==> src/rtl/ext_uart_pkg.sv <==
`default_nettype none
// ============================================================================
//  Module      : ext_uart_pkg
//  Description : Shared constants for the external-bus UART: register
//                indices, STATUS bit positions, TX/RX state encodings and a
//                helper that clamps a zero divisor to one.
//  Revision    : 1.0 - initial release
// ============================================================================
package ext_uart_pkg;

  // Register index, decoded from bus address bits [3:2]
  localparam logic [1:0] REG_DATA   = 2'd0;
  localparam logic [1:0] REG_STATUS = 2'd1;
  localparam logic [1:0] REG_DIV    = 2'd2;

  // STATUS register bit positions
  localparam int STAT_RX_NE   = 0;
  localparam int STAT_TX_FULL = 1;
  localparam int STAT_TX_IDLE = 2;
  localparam int STAT_RX_OVR  = 3;

  // TX state encoding
  localparam logic [1:0] TX_IDLE  = 2'd0;
  localparam logic [1:0] TX_START = 2'd1;
  localparam logic [1:0] TX_DATA  = 2'd2;
  localparam logic [1:0] TX_STOP  = 2'd3;

  // RX state encoding
  localparam logic [1:0] RX_IDLE  = 2'd0;
  localparam logic [1:0] RX_START = 2'd1;
  localparam logic [1:0] RX_DATA  = 2'd2;
  localparam logic [1:0] RX_STOP  = 2'd3;

  // A divisor of zero would never expire; treat it as one clock per bit.
  function automatic logic [15:0] eff_div(input logic [15:0] d);
    return (d == 16'd0) ? 16'd1 : d;
  endfunction

endpackage
`default_nettype wire

==> src/rtl/uart_fifo.sv <==
`default_nettype none
// ============================================================================
//  Module      : uart_fifo
//  Description : Synchronous first-word-fall-through FIFO. Pointers carry one
//                extra wrap bit so full and empty are told apart by the MSB.
//                Push and pop in the same cycle are legal at any occupancy,
//                including full (the pop frees the slot the push fills).
//  Ports       : i_clk, i_rst (sync, active high)
//                i_push/i_din  - write side, ignored when full without pop
//                i_pop         - consume o_dout, ignored when empty
//                o_dout        - head entry, valid while o_empty=0
//                o_full/o_empty
//  Revision    : 1.0 - initial release
// ============================================================================
module uart_fifo #(
  parameter int WIDTH = 8,
  parameter int DEPTH = 16
) (
  input  logic             i_clk,
  input  logic             i_rst,
  input  logic             i_push,
  input  logic             i_pop,
  input  logic [WIDTH-1:0] i_din,
  output logic [WIDTH-1:0] o_dout,
  output logic             o_full,
  output logic             o_empty
);

  localparam int            AW        = $clog2(DEPTH);
  localparam logic [AW:0]   C_PTR_ONE = (AW+1)'(1);

  logic [WIDTH-1:0] r_mem [DEPTH];
  logic [AW:0]      r_wr_ptr;
  logic [AW:0]      r_rd_ptr;
  logic             w_do_push;
  logic             w_do_pop;

  assign o_empty   = (r_wr_ptr == r_rd_ptr);
  assign o_full    = (r_wr_ptr[AW] != r_rd_ptr[AW]) &&
                     (r_wr_ptr[AW-1:0] == r_rd_ptr[AW-1:0]);
  assign w_do_pop  = i_pop & ~o_empty;
  assign w_do_push = i_push & (~o_full | w_do_pop);
  assign o_dout    = r_mem[r_rd_ptr[AW-1:0]];

  always_ff @(posedge i_clk) begin
    if (i_rst) begin
      r_wr_ptr <= '0;
      r_rd_ptr <= '0;
    end else begin
      if (w_do_push) r_wr_ptr <= r_wr_ptr + C_PTR_ONE;
      if (w_do_pop)  r_rd_ptr <= r_rd_ptr + C_PTR_ONE;
    end
  end

  // Storage needs no reset; entries are only read behind the write pointer.
  always_ff @(posedge i_clk) begin
    if (w_do_push) r_mem[r_wr_ptr[AW-1:0]] <= i_din;
  end

endmodule
`default_nettype wire

==> src/rtl/ext_uart.sv <==
`default_nettype none
// ============================================================================
//  Module      : ext_uart
//  Description : 8N1 UART on the external bus with programmable baud divisor
//                and a FIFO in each direction.
//  Ports       : i_clk, i_rst (sync, active high)
//                i_ext_addr/i_ext_stb/i_ext_we/i_ext_dat_w - bus request
//                o_ext_ack/o_ext_dat_r - one-cycle ack with read data
//                i_rx (asynchronous), o_tx (idle high)
//  Registers   : 0 DATA, 1 STATUS, 2 DIVISOR, 3 reads zero
//  Revision    : 1.0 - initial release
// ============================================================================
module ext_uart
  import ext_uart_pkg::*;
#(
  parameter int DIVISOR_RST = 217,
  parameter int FIFO_DEPTH  = 16
) (
  input  logic        i_clk,
  input  logic        i_rst,
  input  logic [15:0] i_ext_addr,
  input  logic        i_ext_stb,
  input  logic [3:0]  i_ext_we,
  output logic        o_ext_ack,
  input  logic [31:0] i_ext_dat_w,
  output logic [31:0] o_ext_dat_r,
  input  logic        i_rx,
  output logic        o_tx
);

  localparam logic [15:0] C_DIV_RST = 16'(DIVISOR_RST);

  // ---------------- bus side ----------------
  logic        r_ack;
  logic [31:0] r_dat_r;
  logic [15:0] r_div;
  logic        r_ovr;
  logic        w_access, w_rd, w_wr, w_ovr_clr, w_unused;
  logic [1:0]  w_sel;
  logic [31:0] w_rd_data;
  logic [15:0] w_div_eff, w_rx_half;

  // ---------------- FIFO links ----------------
  logic       w_tx_push, w_tx_pop, w_tx_full, w_tx_empty;
  logic [7:0] w_tx_dout;
  logic       w_rx_push, w_rx_pop, w_rx_full, w_rx_empty, w_rx_ovf;
  logic [7:0] w_rx_dout;

  // ---------------- serial state ----------------
  logic [1:0]  r_tx_state, r_rx_state;
  logic [15:0] r_tx_cnt, r_rx_cnt;
  logic [7:0]  r_tx_shift, r_rx_shift;
  logic [2:0]  r_tx_bit, r_rx_bit;
  logic        r_tx;
  logic        r_rx_s1, r_rx_s2, r_rx_d;

  assign w_unused = ^{i_ext_addr[15:4], i_ext_addr[1:0], i_ext_dat_w[31:16], i_ext_we[3:2]};

  // Ack is registered, so a held strobe is seen as a new access only every
  // second cycle; this keeps side effects to one per access.
  assign w_access  = i_ext_stb & ~r_ack;
  assign w_wr      = w_access & (|i_ext_we);
  assign w_rd      = w_access & ~(|i_ext_we);
  assign w_sel     = i_ext_addr[3:2];
  assign w_tx_push = w_wr & (w_sel == REG_DATA) & i_ext_we[0];
  assign w_rx_pop  = w_rd & (w_sel == REG_DATA) & ~w_rx_empty;
  assign w_ovr_clr = w_wr & (w_sel == REG_STATUS) & i_ext_we[0] & i_ext_dat_w[STAT_RX_OVR];

  assign w_div_eff = eff_div(r_div);
  assign w_rx_half = eff_div({1'b0, w_div_eff[15:1]});

  assign o_ext_ack   = r_ack;
  assign o_ext_dat_r = r_dat_r;
  assign o_tx        = r_tx;

  always_comb begin
    w_rd_data = '0;
    case (w_sel)
      REG_DATA:   if (!w_rx_empty) w_rd_data = {23'd0, 1'b1, w_rx_dout};
      REG_STATUS: begin
        w_rd_data[STAT_RX_NE]   = ~w_rx_empty;
        w_rd_data[STAT_TX_FULL] = w_tx_full;
        w_rd_data[STAT_TX_IDLE] = w_tx_empty & (r_tx_state == TX_IDLE);
        w_rd_data[STAT_RX_OVR]  = r_ovr;
      end
      REG_DIV:    w_rd_data = {16'd0, r_div};
      default:    w_rd_data = '0;
    endcase
  end

  always_ff @(posedge i_clk) begin
    if (i_rst) begin
      r_ack   <= 1'b0;
      r_dat_r <= '0;
      r_div   <= C_DIV_RST;
      r_ovr   <= 1'b0;
    end else begin
      r_ack   <= w_access;
      r_dat_r <= w_rd ? w_rd_data : 32'd0;
      if (w_wr && (w_sel == REG_DIV)) begin
        if (i_ext_we[0]) r_div[7:0]  <= i_ext_dat_w[7:0];
        if (i_ext_we[1]) r_div[15:8] <= i_ext_dat_w[15:8];
      end
      // A fresh overrun wins over a simultaneous clear so it is not lost.
      if (w_rx_ovf)       r_ovr <= 1'b1;
      else if (w_ovr_clr) r_ovr <= 1'b0;
    end
  end

  // ---------------- transmitter ----------------
  // Pop either from IDLE or at the end of STOP, the latter giving
  // back-to-back frames without an idle bit in between.
  assign w_tx_pop = ~w_tx_empty & ((r_tx_state == TX_IDLE) ||
                                   ((r_tx_state == TX_STOP) && (r_tx_cnt == 16'd0)));

  always_ff @(posedge i_clk) begin
    if (i_rst) begin
      r_tx_state <= TX_IDLE;
      r_tx_cnt   <= '0;
      r_tx_shift <= '0;
      r_tx_bit   <= '0;
      r_tx       <= 1'b1;
    end else begin
      case (r_tx_state)
        TX_IDLE: if (!w_tx_empty) begin
          r_tx_state <= TX_START;
          r_tx_cnt   <= w_div_eff - 16'd1;
          r_tx_shift <= w_tx_dout;
          r_tx       <= 1'b0;
        end
        TX_START: if (r_tx_cnt == 16'd0) begin
          r_tx_state <= TX_DATA;
          r_tx_cnt   <= w_div_eff - 16'd1;
          r_tx       <= r_tx_shift[0];
          r_tx_shift <= {1'b0, r_tx_shift[7:1]};
          r_tx_bit   <= 3'd0;
        end else r_tx_cnt <= r_tx_cnt - 16'd1;
        TX_DATA: if (r_tx_cnt == 16'd0) begin
          r_tx_cnt <= w_div_eff - 16'd1;
          if (r_tx_bit == 3'd7) begin
            r_tx_state <= TX_STOP;
            r_tx       <= 1'b1;
          end else begin
            r_tx       <= r_tx_shift[0];
            r_tx_shift <= {1'b0, r_tx_shift[7:1]};
            r_tx_bit   <= r_tx_bit + 3'd1;
          end
        end else r_tx_cnt <= r_tx_cnt - 16'd1;
        TX_STOP: if (r_tx_cnt == 16'd0) begin
          if (!w_tx_empty) begin
            r_tx_state <= TX_START;
            r_tx_cnt   <= w_div_eff - 16'd1;
            r_tx_shift <= w_tx_dout;
            r_tx       <= 1'b0;
          end else r_tx_state <= TX_IDLE;
        end else r_tx_cnt <= r_tx_cnt - 16'd1;
        default: r_tx_state <= TX_IDLE;
      endcase
    end
  end

  // ---------------- receiver ----------------
  assign w_rx_push = (r_rx_state == RX_STOP) && (r_rx_cnt == 16'd0) && r_rx_s2;
  // A CPU pop in the same cycle frees a slot, so a full FIFO only overruns
  // when nothing is being read.
  assign w_rx_ovf  = w_rx_push & w_rx_full & ~w_rx_pop;

  always_ff @(posedge i_clk) begin
    if (i_rst) begin
      r_rx_s1    <= 1'b1;
      r_rx_s2    <= 1'b1;
      r_rx_d     <= 1'b1;
      r_rx_state <= RX_IDLE;
      r_rx_cnt   <= '0;
      r_rx_shift <= '0;
      r_rx_bit   <= '0;
    end else begin
      r_rx_s1 <= i_rx;
      r_rx_s2 <= r_rx_s1;
      r_rx_d  <= r_rx_s2;
      case (r_rx_state)
        RX_IDLE: if (!r_rx_s2 && r_rx_d) begin
          r_rx_state <= RX_START;
          r_rx_cnt   <= w_rx_half - 16'd1;
        end
        // Re-check the line mid start bit to reject short glitches.
        RX_START: if (r_rx_cnt == 16'd0) begin
          if (!r_rx_s2) begin
            r_rx_state <= RX_DATA;
            r_rx_cnt   <= w_div_eff - 16'd1;
            r_rx_bit   <= 3'd0;
          end else r_rx_state <= RX_IDLE;
        end else r_rx_cnt <= r_rx_cnt - 16'd1;
        RX_DATA: if (r_rx_cnt == 16'd0) begin
          r_rx_shift <= {r_rx_s2, r_rx_shift[7:1]};
          r_rx_cnt   <= w_div_eff - 16'd1;
          if (r_rx_bit == 3'd7) r_rx_state <= RX_STOP;
          else                  r_rx_bit   <= r_rx_bit + 3'd1;
        end else r_rx_cnt <= r_rx_cnt - 16'd1;
        RX_STOP: if (r_rx_cnt == 16'd0) r_rx_state <= RX_IDLE;
                 else r_rx_cnt <= r_rx_cnt - 16'd1;
        default: r_rx_state <= RX_IDLE;
      endcase
    end
  end

  uart_fifo #(.WIDTH(8), .DEPTH(FIFO_DEPTH)) u_tx_fifo (
    .i_clk  (i_clk),
    .i_rst  (i_rst),
    .i_push (w_tx_push),
    .i_pop  (w_tx_pop),
    .i_din  (i_ext_dat_w[7:0]),
    .o_dout (w_tx_dout),
    .o_full (w_tx_full),
    .o_empty(w_tx_empty)
  );

  uart_fifo #(.WIDTH(8), .DEPTH(FIFO_DEPTH)) u_rx_fifo (
    .i_clk  (i_clk),
    .i_rst  (i_rst),
    .i_push (w_rx_push),
    .i_pop  (w_rx_pop),
    .i_din  (r_rx_shift),
    .o_dout (w_rx_dout),
    .o_full (w_rx_full),
    .o_empty(w_rx_empty)
  );

endmodule
`default_nettype wire

==> config.mk <==
export PLATFORM = sky130hd
export DESIGN_NAME = ext_uart
export DESIGN_NICKNAME = d
export VERILOG_FILES = /design/src/rtl/ext_uart_pkg.sv /design/src/rtl/uart_fifo.sv /design/src/rtl/ext_uart.sv
export SDC_FILE = /design/constraint.sdc
export NUM_CORES = 1
export LEC_CHECK = 0
export CORE_AREA = 5 5 214 216
export DETAILED_ROUTE_END_ITERATION = 12
export DIE_AREA = 0 0 219 221
export GPL_ROUTABILITY_DRIVEN = 0
export PLACE_DENSITY_LB_ADDON = 0.05
export SLEW_MARGIN = 5
export SYNTH_ARGS = -nofsm -noshare
export SYNTH_HDL_FRONTEND = slang
export SYNTH_SLANG_ARGS = --single-unit
==> constraint.sdc <==
create_clock -name i_clk -period 6.8 [get_ports i_clk]
set_input_delay 1.7 -clock i_clk [delete_from_list [all_inputs] [get_ports i_clk]]
set_output_delay 1.7 -clock i_clk [all_outputs]
set_load 0.02 [all_outputs]
### Word-level counts from Yosys, hierarchy flattened

Memory sizes are Yosys's and may differ from the RTL's. A register that Yosys moved wholly into a read port is not among the register bits.
Cells that the tools add are included.

* output and inout port bits: 34
* flip-flop bits (word level): 132
* memory bits (writable): 256
* memories kept: 2
* logic and storage cells: 184
* input port bits: 56

Memories
* u_rx_fifo.r_mem: words 16, bits a word 8, rd ports 1, clocked after Yosys merged registers in 1, wr ports 1, line uart_fifo.sv:32 `logic [WIDTH-1:0] r_mem [DEPTH];`
* u_tx_fifo.r_mem: words 16, bits a word 8, rd ports 1, clocked after Yosys merged registers in 1, wr ports 1, line uart_fifo.sv:32

* equality and inequality tests: 31
* reductions and logical operators: 32
* add/sub/neg operators: 10
* multiplexer cells: 60
* bitwise operators: 28

Operators with widths (count)
* 16-bit 2-to-1 mux: 9
* 16-bit case mux with 4 select lines: 1
* 28-bit case mux with 2 select lines: 1
* 16-bit zero test: 3
* 16-bit case mux with 3 select lines: 1
* 16-bit by 1-bit subtractor with 16-bit output, second input constant: 3
* 8-bit 2-to-1 mux: 5
* 8-bit case mux with 4 select lines: 1
* 2-bit != test, second input constant: 12
* 2-bit 2-to-1 mux: 11
* 3-bit 2-to-1 mux: 7
* 5-bit by 1-bit adder with 5-bit output, second input constant: 4
* 1-bit AND: 18
* 4-bit 2-to-1 mux: 4
* 2-bit case mux with 4 select lines: 2
* 15-bit by 1-bit subtractor with 16-bit output, second input constant: 1
* 15-bit zero test: 1
* 15-bit 2-to-1 mux: 1
* 5-bit AND reduction: 3
* 1-bit 2-to-1 mux: 12
* 3-bit case mux with 2 select lines: 2
* 4-bit case mux with 3 select lines: 1
* 2-bit equality test, second input constant: 5
* 5-bit equality test: 2
* other kinds (21): 51

### Logic depth before layout (Yosys ltp)

Gate-level depths: netlist (run 1).

* depth after elaboration: 10
* depth in mapped cells: 11
* depth with buffers taken out: 10

### Cells and area by module

Synthesis (run 1) repeated with hierarchy kept, for this count alone.

* cells, all modules: 1291
* area total of the unflattened synthesis: 17423.0 um^2

By module, submodules not included
* ext_uart: times used 1, seq. area each 1921.8 um^2, area each 5980.7 um^2, cells an instance 763
* uart_fifo (u_tx_fifo): times used 1, seq. area each 4124.0 um^2, area each 5736.8 um^2, cells an instance 265
* uart_fifo (u_rx_fifo): times used 1, seq. area each 4124.0 um^2, area each 5705.5 um^2, cells an instance 263

### Least setup slack after synthesis (run 1)

No wires, ideal clock.

* path type: in2reg
* from: input i_ext_we[1]
* to: memory u_rx_fifo.r_mem[0][0] (enable)
* path slack: 2.872 ns
* arrival time: 3.544 ns
* data required time: 6.417 ns
* path buffers: 1
* library setup time: 0.383 ns
* stages: 7
* path through: nor4_1 nand2_1 o311ai_1 and2_0 clkbuf_1 nand2_1 nor3_1

* cells in the longest elaborated chain, start to end: 10

Ends and longest elaborated chain
* start: declaration: line ext_uart.sv:23 `input logic [3:0] i_ext_we,`
* 4-bit OR reduction: line ext_uart.sv:63 `assign w_rd = w_access & ~(|i_ext_we);`
* 1-bit inverter: line ext_uart.sv:63
* 1-bit AND: line ext_uart.sv:63
* 1-bit AND (2 in a row): line ext_uart.sv:66 `assign w_rx_pop = w_rd & (w_sel == REG_DATA) & ~w_rx_empty;`
* 1-bit AND: line uart_fifo.sv:41 `assign w_do_pop = i_pop & ~o_empty;`
* 1-bit bitwise OR: line uart_fifo.sv:42 `assign w_do_push = i_push & (~o_full | w_do_pop);`
* 1-bit AND: line uart_fifo.sv:42
* 1-bit 2-to-1 mux: line uart_fifo.sv:57 `if (w_do_push) r_mem[r_wr_ptr[AW-1:0]] <= i_din;`
* 1-bit 2-to-1 mux (implied by the code): line uart_fifo.sv:57
* end: declaration: line uart_fifo.sv:32

Every way passes these cells.

### Final worst setup path (run 1)

* from: input i_ext_we[1]
* to: memory u_rx_fifo.r_mem[4][6] (enable)

The elaborated chain is that of the path after synthesis.

==> results by group, run 1 <==
Setup path
  – Most common cell on crit path: nand2_1
  – Critical Path Source: i_ext_we[1]
  – Kind of critical path: in -> reg
  – Req. time, crit path: 6.97 ns
  – CP max FO: 8
  – Crit-path slowest cell: nor2_1
  – Crit path max-delay family: simple AND/OR/NAND/NOR gates
  – WP buf/inv: 1
  – Crit end category: register
  – Critical path arrival: 4.69 ns
  – Worst r2r src: r_div[4]
  – Critical path, cell by cell: clkdlybuf4s50_1, nor4_1, nand2_1, o311ai_1, and2_0, nand2_1, nor2_1
  – Slowest stage delay, CP: 0.84 ns
  – CP startpoint kind: primary input

Place
  – IO Port Bufs: 43
  – DP HPWL: 28.6 mm

STA
  – Slew margin rel.: 30.8%
  – Setup TNS: 0 ns
  – Worst hold margin: about 0.41 ns
  – Final setup violating endpoints: 0
  – Period minus WS final: 4.51 ns
  – Endpoints failing hold: 0
  – Final worst-path cycle share: 66.4%
  – Worst slew pin tran: 1.03 ns
  – Fmax achieved: 222 MHz
  – RSZ-0062 raised after global routing: no
  – Fin Clk Skew: 0.0171 ns
  – Final slew viol count: 0

Power and ir drop
  – Switching share of power: 33.2%
  – Seq pwr share: 38.1%
  – Leak: 0.00641 uW
  – P per Cell Area: ~360 mW/mm^2
  – Power Internal: about 4700 uW
  – Worst VDD drop: 0.202 mV
  – Part of the power in the clock network: 32.3%
  – Part of the power in combinational logic: 29.6%
  – P_sw: 2320 uW

Global routing
  – Global-route wire length before repair: 66.6 mm
  – Initial antenna violation count: 4
  – Total Routing Usage GR: roughly 18%
  – Vias in the first global route: 10400
  – Total congestion overflow: 0
  – Largest net degree at the start of global routing: 58

Layout
  – Layout cell share with drive strength beyond 1: ~14%
  – Commonest non-fill, non-tap cell in the layout: edfxtp_1
  – Diode count: 0
  – Commonest non-fill, non-tap cells in the layout: edfxtp_1 (256), nor2_1 (141), dfxtp_1 (121)
  – Layout area overhead: 12.9%
  – Final nets: 1406

Die
  – DIE AREA: 0.0484 sq mm
  – FP Rows: 77
  – Die width: 219 microns
  – Die H: 221 microns
  – Core area: 0.0437 sq mm
  – Initial core utilization: 39.4%
  – I/O pin count: 90

CTS
  – Post-cts sizing count: 0
  – H-Tree Depth: 2
  – Clock Tree Root: clkbuf_16
  – Clock-pin slew on the worst setup and hold paths: ~0.06 ns
  – CTS tree: built
  – Hold-fix buffers, CTS: 0
  – Total CTS buffers: 42
  – Clk_lat worst skew: 0.56 ns
  – Sink Count: 380
  – Clock buffer depth: 3
  – Setup bufs post-CTS: 0

Logic synthesis
  – Synth Instances: 1292
  – Syn avg cell area: ~13 sq um
  – Largest cells by area after synthesis: edfxtp_1 (45%), dfxtp_1 (14%), mux4_2 (9.3%), nor2_1 (3.1%), mux2i_1 (2.2%)
  – Share of the synthesized area in the top cell type: 44.7%
  – Synth Flop Type: edfxtp_1
  – Synth cell types: 86
  – Post-synthesis sequential area ratio: 59.1%
  – Post-synth top area cell: edfxtp_1
  – Synthesized area: ~0.017 sq mm
  – FF+latch count, synth: 380
  – Ys async rst share: 0%
  – EDFF count, synth: 256
  – Yosys warning count: 0

Outcome
  – Status: finished clean

Drt
  – Wirelength per Cell: 22.3 microns
  – Routed Antenna Nets: 0
  – First-pass DRT Iterations: 9
  – Via/cell ratio: between 5 and 6
  – 1st-iter DRT viols: around 800
  – Drc violations: 0
  – Via count: between 10000 and 15000
  – WL final: 43.4 mm

Hold path
  – Hold_sp: r_rx_s1
  – Hold WC Path Type: reg -> reg

Flow run
  – Max cap viols: 0
-- sequential cells by signal (all words and copies together) (netlist names), 5 cells and up, named ones only --
| signal | cells |
|---|---|
| u_tx_fifo.r_rd_ptr | 5 |
| u_rx_fifo.r_rd_ptr | 5 |
| u_rx_fifo.r_mem | 128 |
| r_div | 16 |
| u_tx_fifo.r_mem | 128 |
| u_tx_fifo.r_wr_ptr | 5 |
| u_rx_fifo.r_wr_ptr | 5 |
| r_tx_cnt | 16 |
| r_tx_shift | 8 |
| o_ext_dat_r | 16 |
| r_rx_cnt | 16 |
| r_rx_shift | 8 |
-- per-stage QoR --
| stage | area, sq um | power, uW | cells | utilization, % | setup WS (ns) |
|---|---|---|---|---|---|
| after floorplan | 17300 | 4290 | 1307 | - | 2.87 |
| after global placement | 18100 | 4740 | 1869 | 41.3 | 1.75 |
| after detailed placement | 18100 | 4760 | 1869 | 41.3 | 1.80 |
| after CTS | 19400 | 7050 | 1947 | 44.4 | 2.38 |
| after global routing | 19400 | 7370 | 1947 | 44.4 | 2.09 |
| final | 19400 | 6990 | 1947 | 44.4 | 2.29 |
-- worst register-to-register path, cell delays in order (launching register included) --
cell	delay (ns)
dfxtp_1	0.46
or4_1	0.69
nor4_4	0.45
nor2_1	0.22
ha_1	0.27
nor3b_1	0.14
buf_4	0.18
nand4_1	0.10
xnor2_1	0.35
nor3_1	0.10
or4_1	0.51
a211oi_1	0.21
-- cell usage after synthesis (11+ instances only) --
master	n
edfxtp_1	256
nor2_1	141
dfxtp_1	124
mux4_2	71
nand2_1	57
a21oi_1	50
clkbuf_1	39
xnor2_1	39
mux2i_1	37
nor3_1	33
ha_1	29
inv_1	28
xor2_1	26
o21ai_0	22
buf_4	21
nand3_1	19
nor2b_1	16
buf_2	15
a22oi_1	12
nand2b_1	11
-- final timing paths --
| kind | depth (start not counted) | slack, ns | end |
|---|---|---|---|
| min reg2reg | 1 | 0.41 | r_rx_s2 |
| min | 1 | 0.41 | r_rx_s2 |
| max | 7 | 2.29 | u_rx_fifo.r_mem[4][6] |
| max reg2reg | 11 | 3.05 | r_rx_cnt[14] |
-- cells by family after synthesis --
family | count (synthesis) | share of synthesized area (%)
other | 1 | 0.0218
adder cells (fa/ha/maj) | 29 | 2.11
AO/OA/AOI/OAI | 205 | 8.53
buffers and inverters | 120 | 3.58
AND/OR/NAND/NOR | 376 | 11.4
flip-flops | 380 | 59.1
multiplexers | 116 | 12.0
XOR/XNOR | 65 | 3.31
-- metal layers --
| layer | up-vias | routed length, microns | GRT usage [%] |
|---|---|---|---|
| met5 | - | 34 | 0 |
| met4 | 4 | 954 | 4.72 |
| met3 | 63 | 1860 | 3.02 |
| met2 | 222 | 20000 | 27.6 |
| met1 | 5335 | 20600 | 26.3 |
| li1 | 4970 | - | - |
-- power groups by stage --
stage	registers [uW]	clock network, uW	logic, uW
2_1_floorplan	2670	0	1620
3_3_place_gp	2700	0	2040
3_5_place_dp	2710	0	2050
4_1_cts	2660	2330	2060
5_1_grt	2670	2420	2270
6_report	2660	2260	2070
-- area by class of cell --
| cell class | count | area (sq um) |
|---|---|---|
| flip-flops and latches | 380 | 10200 |
| fillers | 3987 | 24300 |
| inverters | 29 | 109 |
| well taps | 592 | 741 |
| multi-input cells | 807 | 6490 |
| clock inverters | 13 | 163 |
| repair buffers | 61 | 563 |
| clock buffers | 65 | 1200 |
(Power assumes the default switching activity.)
==> run 2: changes to the inputs <==
==> constraint.sdc (replaced) <==
create_clock -name i_clk -period 4.5 [get_ports i_clk]
set_input_delay 1.125 -clock i_clk [delete_from_list [all_inputs] [get_ports i_clk]]
set_output_delay 1.125 -clock i_clk [all_outputs]
set_load 0.02 [all_outputs]
==> run 2 against run 1 <==
Against the previous run:
- critical endpoint is now r_rx_cnt[14]
- via count up 0.50%
- combinational power up 48%
- largest cell class unchanged
- highest routed layer is now met4
- largest power group unchanged
- clock skew down 0.0070 ns
- routed wire length down 0.37%
==> results by group, run 2 (same netlist as run 1, synthesis figures left out) <==
Power and ir drop
  – Worst VDD drop: 0.354 mV (was 0.202 mV)
  – Leak: 0.00663 uW (was 0.00641 uW)
  – Tot Pwr: 10700 uW (was 6990 uW)
  – P per Cell Area: 540 mW/mm^2 (was 359 mW/mm^2)

Layout
  – Commonest non-fill, non-tap cell in the layout: edfxtp_1 (unchanged)
  – Commonest non-fill, non-tap cells in the layout: edfxtp_1 (256), nor2_1 (141), dfxtp_1 (121) (unchanged)
  – Diode count: 0 (unchanged)
  – Layout cell share with drive strength beyond 1: 16.6% (was 14.0%)
  – Layout area overhead: 15.1% (was 12.9%)
  – Final nets: 1445 (was 1406)

Global routing
  – Met2 global-route usage: 28.4% (was 27.6%)
  – Total congestion overflow: 0 (unchanged)
  – Total Routing Usage GR: 17.8% (was 17.9%)
  – Routing usage on met1: 25.3% (was 26.3%)
  – Initial antenna violation count: 2 (was 4)
  – Met3 usage in global routing: 3.35% (was 3.02%)
  – Busiest grt layer: met2 (unchanged)
  – Vias in the first global route: 10600 (was 10400)
  – Global-route wire length before repair: 66.2 mm (was 66.6 mm)
  – Largest net degree at the start of global routing: 43 (was 58)

STA
  – Fin Clk Skew: 0.0101 ns (was 0.0171 ns)
  – Worst slew pin tran: 0.986 ns (was 1.03 ns)
  – Final slew viol count: 0 (unchanged)
  – Final setup violating endpoints: 0 (unchanged)
  – Fmax achieved: 282 MHz
  – Endpoints failing hold: 0 (unchanged)
  – Final worst-path cycle share: 78.7%
  – Slew margin rel.: 34.3% (was 30.8%)
  – Setup TNS: 0 ns (unchanged)
  – Period minus WS final: 3.54 ns
  – RSZ-0062 raised after global routing: no (unchanged)

Place
  – DP HPWL: 29.1 mm (was 28.6 mm)
  – IO Port Bufs: 43 (unchanged)

Setup path
  – Worst r2r src: r_div[5] (was r_div[4])
  – Req. time, crit path: 4.97 ns (was 6.97 ns)
  – Crit end category: register (unchanged)
  – Critical Path Source: r_div[5] (was i_ext_we[1])
  – Kind of critical path: reg -> reg (was in -> reg)
  – CP startpoint kind: register (was primary input)
  – Critical path arrival: 4.01 ns (was 4.69 ns)
  – CP max FO: 8 (unchanged)

CTS
  – Clock Tree Root: clkbuf_16 (unchanged)
  – CTS tree: built (unchanged)
  – Hold-fix buffers, CTS: 0 (unchanged)
  – H-Tree Depth: 2 (unchanged)
  – Total CTS buffers: 42 (unchanged)
  – Setup bufs post-CTS: 0 (unchanged)
  – Post-cts sizing count: 0 (unchanged)
  – Clk_lat worst skew: 0.56 ns (about the same)
  – Sink Count: 380 (unchanged)
  – Clock-pin slew on the worst setup and hold paths: 0.06 ns (about the same)
  – Clock buffer depth: 3 (unchanged)

Drt
  – Via/cell ratio: 5.36 (was 5.44)
  – Wirelength per Cell: 21.8 microns (was 22.3 microns)
  – First-pass DRT Iterations: 6 (was 9)
  – Drc violations: 0 (unchanged)
  – Routed Antenna Nets: 0 (unchanged)
  – WL final: 43.3 mm (was 43.4 mm)
  – 1st-iter DRT viols: 798 (was 796)
  – Via count: 10600 (about the same)

Outcome
  – Status: finished clean (unchanged)

Die
  – Die width: 219 microns (unchanged)
  – Core area: 0.0437 sq mm (unchanged)
  – FP Rows: 77 (unchanged)
  – Die H: 221 microns (unchanged)
  – Initial core utilization: 39.4% (unchanged)
  – I/O pin count: 90 (unchanged)
  – DIE AREA: 0.0484 sq mm (unchanged)

Hold path
  – Hold_sp: r_rx_s1 (unchanged)
  – Hold WC Path Type: reg -> reg (unchanged)

Flow run
  – Max cap viols: 0 (unchanged)
-- run 2: power by group --
part	total [uW]	switching [uW]	leakage, uW	internal (uW)
clock	3570	1400	0.000690	2170
combinational	3070	1870	0.00260	1200
sequential	4060	217	0.00334	3840
-- run 2: area by class of cell --
class,instances,area [sq um]
Inverter,29,109
Fill cell,4062,23900
Sequential cell,380,10200
Tap cell,592,741
Clock buffer,53,1110
Timing Repair Buffer,100,856
Clock inverter,25,329
Multi-Input combinational cell,807,6480
-- run 2: per-layer routing --
metal / up-vias / share of wire, %
met1: 5330 / 46
met5: - / 0
met3: 53 / 4.8
li1: 5057 / -
met2: 207 / 48
met4: 0 / 1.9
-- run 2: worst paths after layout --
path                                     end  slack, ns  cells past startpoint
worst min-delay path                 r_rx_s2       0.41                      1
worst max register to register  r_rx_cnt[14]       0.96                     11
worst min register to register       r_rx_s2       0.41                      1
worst max-delay path            r_rx_cnt[14]       0.96                     11
-- run 2: metrics by stage --
| stage | util, % | hold slack (ns) | setup WS, ns | cell area (sq um) | cells |
|---|---|---|---|---|---|
| after floorplan | - | 0.389 | 1.15 | 17300 | 1307 |
| after global placement | 42.0 | 0.406 | 0.820 | 18400 | 1908 |
| after detailed placement | 42.0 | 0.404 | 0.794 | 18400 | 1908 |
| after CTS | 45.3 | 0.421 | 0.970 | 19800 | 1986 |
| after global routing | 45.3 | 0.432 | 0.798 | 19800 | 1986 |
| final | 45.3 | 0.414 | 0.956 | 19800 | 1986 |
-- run 2: worst max-delay path: stages (launching register included) --
cell and delay (ns):
dfxtp_1 0.43, or4_1 0.67, nor4_4 0.45, nor2_1 0.23
ha_1 0.27, nor3b_1 0.14, buf_4 0.18, nand4_1 0.10
xnor2_1 0.21, nor3_1 0.07, or4_1 0.48, a211oi_1 0.21
